File: config.mk
export PLATFORM = sky130hd
export DESIGN_NAME = expr_string_tx_flat
export DESIGN_NICKNAME = d
export VERILOG_FILES = /design/src/rtl/expr_string_tx_if.sv /design/src/rtl/expr_string_tx.sv /design/src/flat_wrapper.sv
export SDC_FILE = /design/constraint.sdc
export NUM_CORES = 1
export LEC_CHECK = 0
export ABC_AREA = 1
export BUFFER_PORTS_ARGS = -buffer_cell sky130_fd_sc_hd__buf_2
export CAP_MARGIN = 10
export CORE_UTILIZATION = 50
export CTS_CLUSTER_SIZE = 12
export DETAILED_ROUTE_END_ITERATION = 8
export PLACE_DENSITY = 0.86
export SYNTH_ARGS = -nofsm -noshare
export SYNTH_HDL_FRONTEND = slang
export SYNTH_SLANG_ARGS = --single-unit
File: constraint.sdc
create_clock -name clk -period 1.9 [get_ports clk]
set_input_delay 0.475 -clock clk [delete_from_list [all_inputs] [get_ports clk]]
set_output_delay 0.475 -clock clk [all_outputs]
set_load 0.005 [all_outputs]
File: src/rtl/expr_string_tx_if.sv
// -----------------------------------------------------------------------------
// expr_string_tx_if
// Character stream carrying one ASCII character per valid/ready transfer.
//   out_valid : source has a character on out_char
//   out_ready : sink accepts the character this cycle
//   out_char  : ASCII character
//   out_last  : character is the final one of the expression
// Modports:
//   master : the character source (drives valid/char/last, reads ready)
//   slave  : the character sink   (reads valid/char/last, drives ready)
// -----------------------------------------------------------------------------
interface expr_string_tx_if;
    logic       out_valid;
    logic       out_ready;
    logic [7:0] out_char;
    logic       out_last;

    modport master (
        output out_valid,
        output out_char,
        output out_last,
        input  out_ready
    );

    modport slave (
        input  out_valid,
        input  out_char,
        input  out_last,
        output out_ready
    );
endinterface

File: src/rtl/expr_string_tx.sv
// -----------------------------------------------------------------------------
// expr_string_tx
// Serializes a packed expression (BCD operands plus 2-bit operator codes) into
// the ASCII stream "d op d op ... d", one character per transfer. Every complete
// stream is a string the expression recognizer accepts.
//
// Parameters:
//   MAX_OPS : maximum operand count per expression
//   LEN_W   : width of len (2**LEN_W > MAX_OPS)
// Ports:
//   clk    : clock, rising edge
//   clr    : asynchronous active-high reset
//   start  : request, only looked at in IDLE
//   len    : operand count, legal 1..MAX_OPS
//   digits : BCD operand i at [4i+3:4i]
//   ops    : operator i at [2i+1:2i]; 00 '+', 01 '-', 10 '*', 11 '/'
//   busy   : high while a stream is in progress (DIGIT/OP/DONE)
//   done   : one-cycle pulse after the final character was transferred
//   err    : one-cycle pulse after a rejected request
//   tx     : character stream (master side)
// All outputs come straight from flops; nothing combinational reaches them
// from an input.
// -----------------------------------------------------------------------------
module expr_string_tx #(
    parameter int MAX_OPS = 4,
    parameter int LEN_W   = 3
) (
    input  logic                   clk,
    input  logic                   clr,
    input  logic                   start,
    input  logic [LEN_W-1:0]       len,
    input  logic [4*MAX_OPS-1:0]   digits,
    input  logic [2*MAX_OPS-3:0]   ops,
    output logic                   busy,
    output logic                   done,
    output logic                   err,
    expr_string_tx_if.master       tx
);

    typedef enum logic [1:0] {
        ST_IDLE  = 2'd0,
        ST_DIGIT = 2'd1,
        ST_OP    = 2'd2,
        ST_DONE  = 2'd3
    } state_t;

    // Request is legal when the operand count is in range and every used
    // operand is a BCD digit; operands at index >= len are ignored.
    function automatic logic req_legal(input logic [LEN_W-1:0] l,
                                       input logic [4*MAX_OPS-1:0] d);
        logic ok;
        ok = (l != {LEN_W{1'b0}}) && (l <= LEN_W'(MAX_OPS));
        for (int i = 0; i < MAX_OPS; i++) begin
            ok = ok & ~((LEN_W'(i) < l) && (d[4*i +: 4] > 4'd9));
        end
        return ok;
    endfunction

    // ASCII code of a BCD digit.
    function automatic logic [7:0] digit_char(input logic [3:0] d);
        return 8'h30 + {4'h0, d};
    endfunction

    // ASCII code of an operator code.
    function automatic logic [7:0] op_char(input logic [1:0] o);
        logic [7:0] c;
        case (o)
            2'b00:   c = 8'h2B;
            2'b01:   c = 8'h2D;
            2'b10:   c = 8'h2A;
            2'b11:   c = 8'h2F;
            default: c = 8'h2B;
        endcase
        return c;
    endfunction

    state_t               state_r, state_s;
    logic [LEN_W-1:0]     idx_r, idx_s;
    logic [LEN_W-1:0]     len_r, len_s;
    logic [4*MAX_OPS-1:0] digits_r, digits_s;
    // Operators are stored padded by one slot so the operator select below
    // never leaves the vector, even for idx = MAX_OPS-1.
    logic [2*MAX_OPS-1:0] ops_r, ops_s;
    logic                 err_s;
    logic                 valid_s;
    logic                 last_s;
    logic [7:0]           char_s;
    logic                 xfer_s;

    logic                 out_valid_r;
    logic                 out_last_r;
    logic [7:0]           out_char_r;
    logic                 busy_r;
    logic                 done_r;
    logic                 err_r;

    assign xfer_s       = out_valid_r & tx.out_ready;
    assign tx.out_valid = out_valid_r;
    assign tx.out_char  = out_char_r;
    assign tx.out_last  = out_last_r;
    assign busy         = busy_r;
    assign done         = done_r;
    assign err          = err_r;

    // Next-state logic: request acceptance, character advance, done/idle return.
    always_comb begin
        state_s  = state_r;
        idx_s    = idx_r;
        len_s    = len_r;
        digits_s = digits_r;
        ops_s    = ops_r;
        err_s    = 1'b0;
        case (state_r)
            ST_IDLE: begin
                if (start) begin
                    if (req_legal(len, digits)) begin
                        state_s  = ST_DIGIT;
                        idx_s    = {LEN_W{1'b0}};
                        len_s    = len;
                        digits_s = digits;
                        ops_s    = {2'b00, ops};
                    end else begin
                        err_s    = 1'b1;
                    end
                end else begin
                    state_s = ST_IDLE;
                end
            end
            ST_DIGIT: begin
                if (xfer_s) begin
                    if (idx_r == len_r - LEN_W'(1)) begin
                        state_s = ST_DONE;
                    end else begin
                        state_s = ST_OP;
                    end
                end else begin
                    state_s = ST_DIGIT;
                end
            end
            ST_OP: begin
                if (xfer_s) begin
                    idx_s   = idx_r + LEN_W'(1);
                    state_s = ST_DIGIT;
                end else begin
                    state_s = ST_OP;
                end
            end
            ST_DONE: begin
                // start is deliberately not looked at here.
                state_s = ST_IDLE;
            end
            default: begin
                state_s = ST_IDLE;
            end
        endcase
    end

    // Output decode from the next state so the registered outputs line up with
    // the state they describe; a stalled transfer keeps state/idx and therefore
    // keeps the character stable.
    always_comb begin
        valid_s = 1'b0;
        last_s  = 1'b0;
        char_s  = 8'h00;
        case (state_s)
            ST_DIGIT: begin
                valid_s = 1'b1;
                char_s  = digit_char(digits_s[{idx_s, 2'b00} +: 4]);
                last_s  = (idx_s == len_s - LEN_W'(1));
            end
            ST_OP: begin
                valid_s = 1'b1;
                char_s  = op_char(ops_s[{idx_s, 1'b0} +: 2]);
                last_s  = 1'b0;
            end
            default: begin
                valid_s = 1'b0;
                last_s  = 1'b0;
                char_s  = 8'h00;
            end
        endcase
    end

    // State and latched request registers.
    always_ff @(posedge clk or posedge clr) begin
        if (clr) begin
            state_r  <= ST_IDLE;
            idx_r    <= {LEN_W{1'b0}};
            len_r    <= {LEN_W{1'b0}};
            digits_r <= {(4*MAX_OPS){1'b0}};
            ops_r    <= {(2*MAX_OPS){1'b0}};
        end else begin
            state_r  <= state_s;
            idx_r    <= idx_s;
            len_r    <= len_s;
            digits_r <= digits_s;
            ops_r    <= ops_s;
        end
    end

    // Registered outputs.
    always_ff @(posedge clk or posedge clr) begin
        if (clr) begin
            out_valid_r <= 1'b0;
            out_last_r  <= 1'b0;
            out_char_r  <= 8'h00;
            busy_r      <= 1'b0;
            done_r      <= 1'b0;
            err_r       <= 1'b0;
        end else begin
            out_valid_r <= valid_s;
            out_last_r  <= last_s;
            out_char_r  <= char_s;
            busy_r      <= (state_s != ST_IDLE);
            done_r      <= (state_s == ST_DONE);
            err_r       <= err_s;
        end
    end

endmodule

File: src/flat_wrapper.sv
// flat-port wrapper written by rule: the top's interface ports become plain ports
module expr_string_tx_flat 
#(
    parameter int MAX_OPS = 4,
    parameter int LEN_W   = 3
)
  (clk, clr, start, len, digits, ops, busy, done, err, tx_out_valid, tx_out_char, tx_out_last, tx_out_ready);
  expr_string_tx_if tx_i ();
  input  logic clk;
  input  logic clr;
  input  logic start;
  input  logic [LEN_W-1:0] len;
  input  logic [4*MAX_OPS-1:0] digits;
  input  logic [2*MAX_OPS-3:0] ops;
  output logic busy;
  output logic done;
  output logic err;
  output wire logic [$bits(tx_i.out_valid)-1:0] tx_out_valid;
  output wire logic [$bits(tx_i.out_char)-1:0] tx_out_char;
  output wire logic [$bits(tx_i.out_last)-1:0] tx_out_last;
  input wire logic [$bits(tx_i.out_ready)-1:0] tx_out_ready;
  assign tx_out_valid = tx_i.out_valid;
  assign tx_out_char = tx_i.out_char;
  assign tx_out_last = tx_i.out_last;
  assign tx_i.out_ready = tx_out_ready;
  expr_string_tx #(.MAX_OPS(MAX_OPS), .LEN_W(LEN_W)) u_core (.clk(clk), .clr(clr), .start(start), .len(len), .digits(digits), .ops(ops), .busy(busy), .done(done), .err(err), .tx(tx_i));
endmodule
Yosys cells after proc, flatten, opt, wreduce, memory -nomap -nowiden
Index checks and enable logic that the tools add are counted.
Widths: inputs -> output; s select.
{"block": "word_totals", "input_bits": 29, "output_inout_bits": 13, "register_bits": 45, "word_cells": 82}
{"block": "classes", "mux": 26, "magnitude_cmp": 9, "n_eq_ne": 11, "n_bitwise": 9, "n_reduce_logical": 10, "shift": 2, "add_sub_neg": 4}
{"cell": "$mux 16", "n": 3}
{"cell": "$pmux 8 s4", "n": 1}
{"cell": "$mux 8", "n": 3}
{"cell": "$mux 3", "n": 6}
{"cell": "$gt 4x4->1 const B", "n": 4}
{"cell": "$pmux 8 s2", "n": 1}
{"cell": "$shiftx 16x6->4", "n": 1}
{"cell": "$eq 2x2->1 const B", "n": 6}
{"cell": "$mux 2", "n": 4}
{"cell": "$pmux 2 s4", "n": 1}
{"cell": "$shiftx 8x5->2", "n": 1}
{"cell": "$add 6x4->7 const A", "n": 1}
{"cell": "$eq 2x1->1 const B", "n": 3}
{"cell": "$eq 3x3->1", "n": 2}
{"cell": "$lt 1x3->1 const A", "n": 2}
{"cell": "$lt 2x3->1 const A", "n": 2}
{"cell": "$mux 1", "n": 6}
{"cell": "$pmux 3 s2", "n": 1}
{"cell": "$sub 3x1->3 const B", "n": 2}
{"cell": "$and 1x1->1", "n": 5}
{"cell": "$logic_and 1x1->1", "n": 5}
{"cell": "$logic_not 2->1", "n": 2}
{"cell": "$not 1->1", "n": 4}
{"cell": "$add 3x1->3 const B", "n": 1}
{"cell": "other kinds (4)", "n": 4}

Longest topological paths before layout
{"block": "logic_depth", "ltp_word": 14, "depth_mapped": 16, "depth_no_buf": 16}

Worst setup path after synthesis
Ideal clock, no wire load.
{"block": "synth_timing", "path_type": "input-to-reg", "from": "input port len[1]", "to": "register u_core.out_last_r, in the netlist u_core.tx.out_last", "t_arrival_ns": 1.955, "setup_time_ns": 0.072, "path_buffers": 1, "setup_slack_ns": -0.127, "path_stages": 12, "t_required_ns": 1.828, "path_cell_list": "o21ai_0 nand2_1 nor2_4 nand3_4 clkinv_2 buf_6 nand2_1 o21ai_0 ha_1 xnor2_1 nand4_1 nor2_1"}
{"block": "synth_between", "elab_chain_len": 13, "elab_cells_between_ends": 32, "classes_between": "add/sub (1); order compare (5); eq/ne (2); mux (10); bitwise (8); reduce/logical (6)"}
{"element": "start: declaration", "line_no": "flat_wrapper.sv:12", "rtl": "input logic [LEN_W-1:0] len;"}
{"element": "$lt 1x3->1", "line_no": "expr_string_tx.sv:54", "rtl": "ok = ok & ~((LEN_W'(i) < l) && (d[4*i +: 4] > 4'd9));"}
{"element": "$logic_and 1x1->1", "line_no": "expr_string_tx.sv:54"}
{"element": "$not 1->1", "line_no": "expr_string_tx.sv:54"}
{"element": "$and 1x1->1 (4 in a row)", "line_no": "expr_string_tx.sv:54"}
{"element": "$mux 3", "line_no": "expr_string_tx.sv:116", "rtl": "if (req_legal(len, digits)) begin"}
{"element": "$mux 3", "line_no": "expr_string_tx.sv:115", "rtl": "if (start) begin"}
{"element": "$mux 3", "line_no": "expr_string_tx.sv:113", "rtl": "case (state_r)"}
{"element": "$sub 3x1->3", "line_no": "expr_string_tx.sv:169", "rtl": "last_s = (idx_s == len_s - LEN_W'(1));"}
{"element": "$eq 3x3->1", "line_no": "expr_string_tx.sv:169"}
{"element": "$mux 1 (*)", "line_no": "expr_string_tx.sv:165", "rtl": "case (state_s)"}
{"element": "via u_core.last_s", "line_no": "expr_string_tx.sv:86", "rtl": "logic last_s;"}
{"element": "end signal: assignment", "line_no": "expr_string_tx.sv:212", "rtl": "out_last_r <= last_s;"}
{"element": "end: declaration", "line_no": "expr_string_tx.sv:91", "rtl": "logic out_last_r;"}
The timed path passes the listed nets; every way through them passes the cells marked *.

Worst setup path in the final report
{"block": "layout_timing", "from": "register u_core.len_r[1]", "to": "register u_core.out_char_r[2], in the netlist u_core.tx.out_char[2]"}
{"block": "layout_between", "elab_chain_len": 7, "elab_cells_between_ends": 8, "classes_between": "add/sub (1); eq/ne (3); mux (4)"}
{"element": "start: declaration", "line_no": "expr_string_tx.sv:79", "rtl": "logic [LEN_W-1:0] len_r, len_s;"}
{"element": "start signal: assignment", "line_no": "expr_string_tx.sv:189", "rtl": "len_r <= {LEN_W{1'b0}};"}
{"element": "start signal: assignment", "line_no": "expr_string_tx.sv:195", "rtl": "len_r <= len_s;"}
{"element": "$sub 3x1->3 (*)", "line_no": "expr_string_tx.sv:131", "rtl": "if (idx_r == len_r - LEN_W'(1)) begin"}
{"element": "$eq 3x3->1 (*)", "line_no": "expr_string_tx.sv:131"}
{"element": "$mux 1 (*)", "line_no": "expr_string_tx.sv:131"}
{"element": "$mux 2 (*)", "line_no": "expr_string_tx.sv:130", "rtl": "if (xfer_s) begin"}
{"element": "$pmux 2 s4 (*)", "line_no": "expr_string_tx.sv:113"}
{"element": "via u_core.state_s[0]", "line_no": "expr_string_tx.sv:77", "rtl": "state_t state_r, state_s;"}
{"element": "$eq 2x2->1 / $eq 2x1->1 (equally long branches)", "line_no": "expr_string_tx.sv:165"}
{"element": "$pmux 8 s2 (*)", "line_no": "expr_string_tx.sv:165"}
{"element": "via u_core.char_s[2]", "line_no": "expr_string_tx.sv:87", "rtl": "logic [7:0] char_s;"}
{"element": "end signal: assignment", "line_no": "expr_string_tx.sv:213", "rtl": "out_char_r <= char_s;"}
{"element": "end: declaration", "line_no": "expr_string_tx.sv:92", "rtl": "logic [7:0] out_char_r;"}
Marks and branches as above.

==> reports/results.txt <==
status - complete, but fails checks
failing checks - setup timing
post-DR vias/cell - 5.12
unrepaired setup endpoints after global routing - yes
slew at the pin with the worst max-slew slack - 530 ps
number of placement rows - 24
sequential share of the synthesized area - 44.3%
maximum number of pins on one net before global-route repair - 43
reg-to-reg startpoint - u_core.len_r[1]$_DFF_PP0_
clk root buf - sky130_fd_sc_hd__clkbuf_8
Max Slew Vio Count - 0
number of CTS-inserted buffers - 5
H-tree Lvls - 2
Crit path required time - 2120 ps
share of post-route cells with drive strength above 1 - 40.1%
worst-case reg-to-reg path depth - 12
clock period minus worst slack - 1940 ps
critical-path maximum fanout - 4
cell-by-cell listing of the critical path - inv_1, ha_4, xor2_1, o211ai_1, o21ai_1, nand2_1, nand3_2, ha_4, inv_2, nor2_4, nand3_2, a21oi_2
number of antenna violations at the first check in global routing - 0
per-cell routed wire length - 13.8 µm
commonest cells after routing, fill and taps aside - sky130_fd_sc_hd__nand2_1 (90), sky130_fd_sc_hd__buf_4 (55), sky130_fd_sc_hd__dfrtp_1 (42)
sort of element at the start of the critical path - flop
number of unique standard cell types used by synthesis - 33
first-pass GRT wire length - 10100 µm
number of sinks driven by the clock tree - 42
combined buffer and inverter count along the critical path - 2
Worst Hold Class - primary input to asynchronous set/reset pin
number of search-and-repair iterations in the first detailed-routing pass - 6
total number of vias - 2297
count of buffers from port buffering - 39
Slowest-stage cell, CP - sky130_fd_sc_hd__dfrtp_1
portion of the clock cycle consumed by the worst path in the final layout - 102%
r2r setup slk - -40 ps
initial core utilization - 53.4%
Worst EP arrival - 2160 ps
DRC violation total after the first TritonRoute iteration - 128
number of violations of the max-capacitance limit - 0
Setup Skew - 7.82 ps
overall power - 4.45 mW
insertion delay to the later sink of the worst-skew pair - 300 ps
global routing usage summed across all routing layers - 25.9%
type of the worst setup path - flop to flop
final standard cell count with taps included and fillers excluded - 449
Clock Path Buffers - 2
Leak - 1.81 nW
fraction of registers with async set/reset - 100%
post-detailed-routing wire length - 6210 µm
grt ovf - 0
YS warnings - 0
peak supply drop - 0.799 mV
via count of the first global-routing pass - 2362
number of synthesized flops with an enable pin - 0
final-stage net count - 432
Achievable Freq - 0.516 GHz
instance count after placement with tap cells included - 436
number of buffers added to fix hold violations after cts - 0
antenna diode count - 0
count of endpoints failing hold in the final timing report - 0
Critical Path Sink Type - flop
Slew HR - 64.6%
Crit path largest cell delay - 360 ps
width of the die - 70.9 µm
reg-to-reg endpoint - u_core.tx.out_char[2]$_DFF_PP0_
TritonCTS clock tree - built
clock edge transition at the registers on the reported setup and hold paths - 80 ps
DRC violation count after routing - 0
most common cell after layout, fill and taps aside - sky130_fd_sc_hd__nand2_1
number of placed I/O pins - 42
total negative slack - -111 ps
number of endpoints failing setup at the final stage - 4
placed wire-length estimate - 4330 µm
die area - 5020 µm²
synthesized area per cell - 7.88 µm²
leading register cell type out of synthesis - sky130_fd_sc_hd__dfrtp_1
cell area power density - 1370 nW/µm²
Worst Slack Setup Final - -37.6 ps
gate family responsible for the most delay along the worst path - simple AND/OR/NAND/NOR gates
post-synthesis instance total - 301
flip-flop and latch count after synthesis - 42
number of nets with antenna violations after routing - 0
global placer's final weighted congestion - 0.884
standard cell core area - 4440 µm²
Syn-to-layout area delta - 37.4%
post-synthesis cell area - 2370 µm²
height of the chip - 70.9 µm
-- synth_stat cells (2+ instances only) --
| cell type | instances | area share, % |
|---|---|---|
| sky130_fd_sc_hd__nor2_1 | 7 | 1.1 |
| sky130_fd_sc_hd__xor2_1 | 2 | 0.74 |
| sky130_fd_sc_hd__nand2_2 | 4 | 1.1 |
| sky130_fd_sc_hd__buf_6 | 6 | 2.8 |
| sky130_fd_sc_hd__o21ai_2 | 3 | 1.1 |
| sky130_fd_sc_hd__ha_1 | 7 | 3.7 |
| sky130_fd_sc_hd__a21oi_1 | 4 | 0.84 |
| sky130_fd_sc_hd__o21ai_0 | 7 | 1.5 |
| sky130_fd_sc_hd__nor2_2 | 2 | 0.53 |
| sky130_fd_sc_hd__or2_2 | 2 | 0.53 |
| sky130_fd_sc_hd__inv_2 | 6 | 0.95 |
| sky130_fd_sc_hd__nand3_2 | 2 | 0.84 |
| sky130_fd_sc_hd__dfrtp_1 | 42 | 44 |
| sky130_fd_sc_hd__nand4_1 | 4 | 1.1 |
| sky130_fd_sc_hd__xnor2_1 | 3 | 1.1 |
| sky130_fd_sc_hd__inv_1 | 43 | 6.8 |
| sky130_fd_sc_hd__o21ai_1 | 11 | 2.3 |
| sky130_fd_sc_hd__buf_4 | 3 | 0.95 |
| sky130_fd_sc_hd__nand2_4 | 2 | 0.95 |
| sky130_fd_sc_hd__nand2_1 | 96 | 15 |
| sky130_fd_sc_hd__o211ai_2 | 2 | 1.1 |
| sky130_fd_sc_hd__nand3_1 | 32 | 6.8 |
-- layout make-up --
type,count,area [µm²]
Tap cell,52,65.1
Clock buffer,7,76.3
Timing Repair Buffer,97,646
Multi-Input combinational cell,200,1180
Clock inverter,1,30.0
Fill cell,334,1190
Inverter,50,205
Sequential cell,42,1050
-- per-layer routing --
layer  GRT usage (%)  share of wire (%)  vias up
li1                -                  -     1123
met1            30.3                 39     1057
met2            45.9                 51       95
met3            5.56                6.4       22
met4            11.3                3.6        0
met5               0                  0        -
-- per-stage QoR --
| step | utilization (%) | area, µm² | worst slack, ps | hold WS, ps |
|---|---|---|---|---|
| final | 73.3 | 3260 | -37.6 | 303 |
| after global routing | 73.3 | 3260 | -136 | 349 |
| after CTS | 71.2 | 3170 | -21.8 | 325 |
| after detailed placement | 66.8 | 2970 | -258 | 465 |
| after global placement | 66.8 | 2970 | -223 | 468 |
| after floorplan | - | 2410 | -65.5 | 445 |
-- worst max-delay path by stage --
stage	start	to	slack (ps)	depth (start not counted)
finish	u_core.len_r[1]$_DFF_PP0_	u_core.tx.out_char[2]$_DFF_PP0_	-40	12
global route	u_core.len_r[1]$_DFF_PP0_	u_core.tx.out_char[3]$_DFF_PP0_	-140	12
CTS	u_core.len_r[0]$_DFF_PP0_	u_core.tx.out_char[2]$_DFF_PP0_	-20	12
detailed placement	digits[14]	u_core.tx.out_char[2]$_DFF_PP0_	-260	15
global placement	digits[14]	u_core.tx.out_char[3]$_DFF_PP0_	-220	15
floorplan	len[1]	u_core.tx.out_last$_DFF_PP0_	-70	12
-- worst register-to-register path: cells and delay by family, from the launching register on --
family,cells,cell delay [ps]
compound gates,3,350
xor+xnor,1,130
fa+ha+maj,2,410
buf+inv,2,110
flops,1,360
simple gates,4,490
-- flip-flops by register name, summed over array words and instances (netlist names) --
name / count
u_core.ops_r: 8
u_core.digits_r: 16
u_core.state_r: 2
u_core.tx.out_last: 1
u_core.len_r: 3
u_core.tx.out_valid: 1
u_core.busy: 1
u_core.done: 1
u_core.idx_r: 3
u_core.err: 1
u_core.tx.out_char: 5
-- report_power, final --
group          internal (mW)  leakage, nW  switching [mW]
combinational           1.10         1.22            1.27
sequential              1.24        0.532           0.142
clock                  0.393       0.0524           0.302
total                   2.74         1.81            1.71
-- what timing repair did --
action,CTS,global route
gates cloned,0,0
buffers inserted,2,3
pin swaps,10,9
resized for setup,16,19
endpoints found under the setup margin,5,6
-- cells by family (layout without fill, tap and decap cells) --
family	Yosys count	after routing	synth area share (%)
other cells	1	2	0.158
flops	42	42	44.3
compound gates	31	31	8.07
fa+ha+maj	7	7	3.69
buf+inv	60	155	12.0
xor+xnor	5	5	1.85
mux	1	1	0.422
simple gates	154	154	29.5
Note: power is estimated with default switching activity, not from simulation.
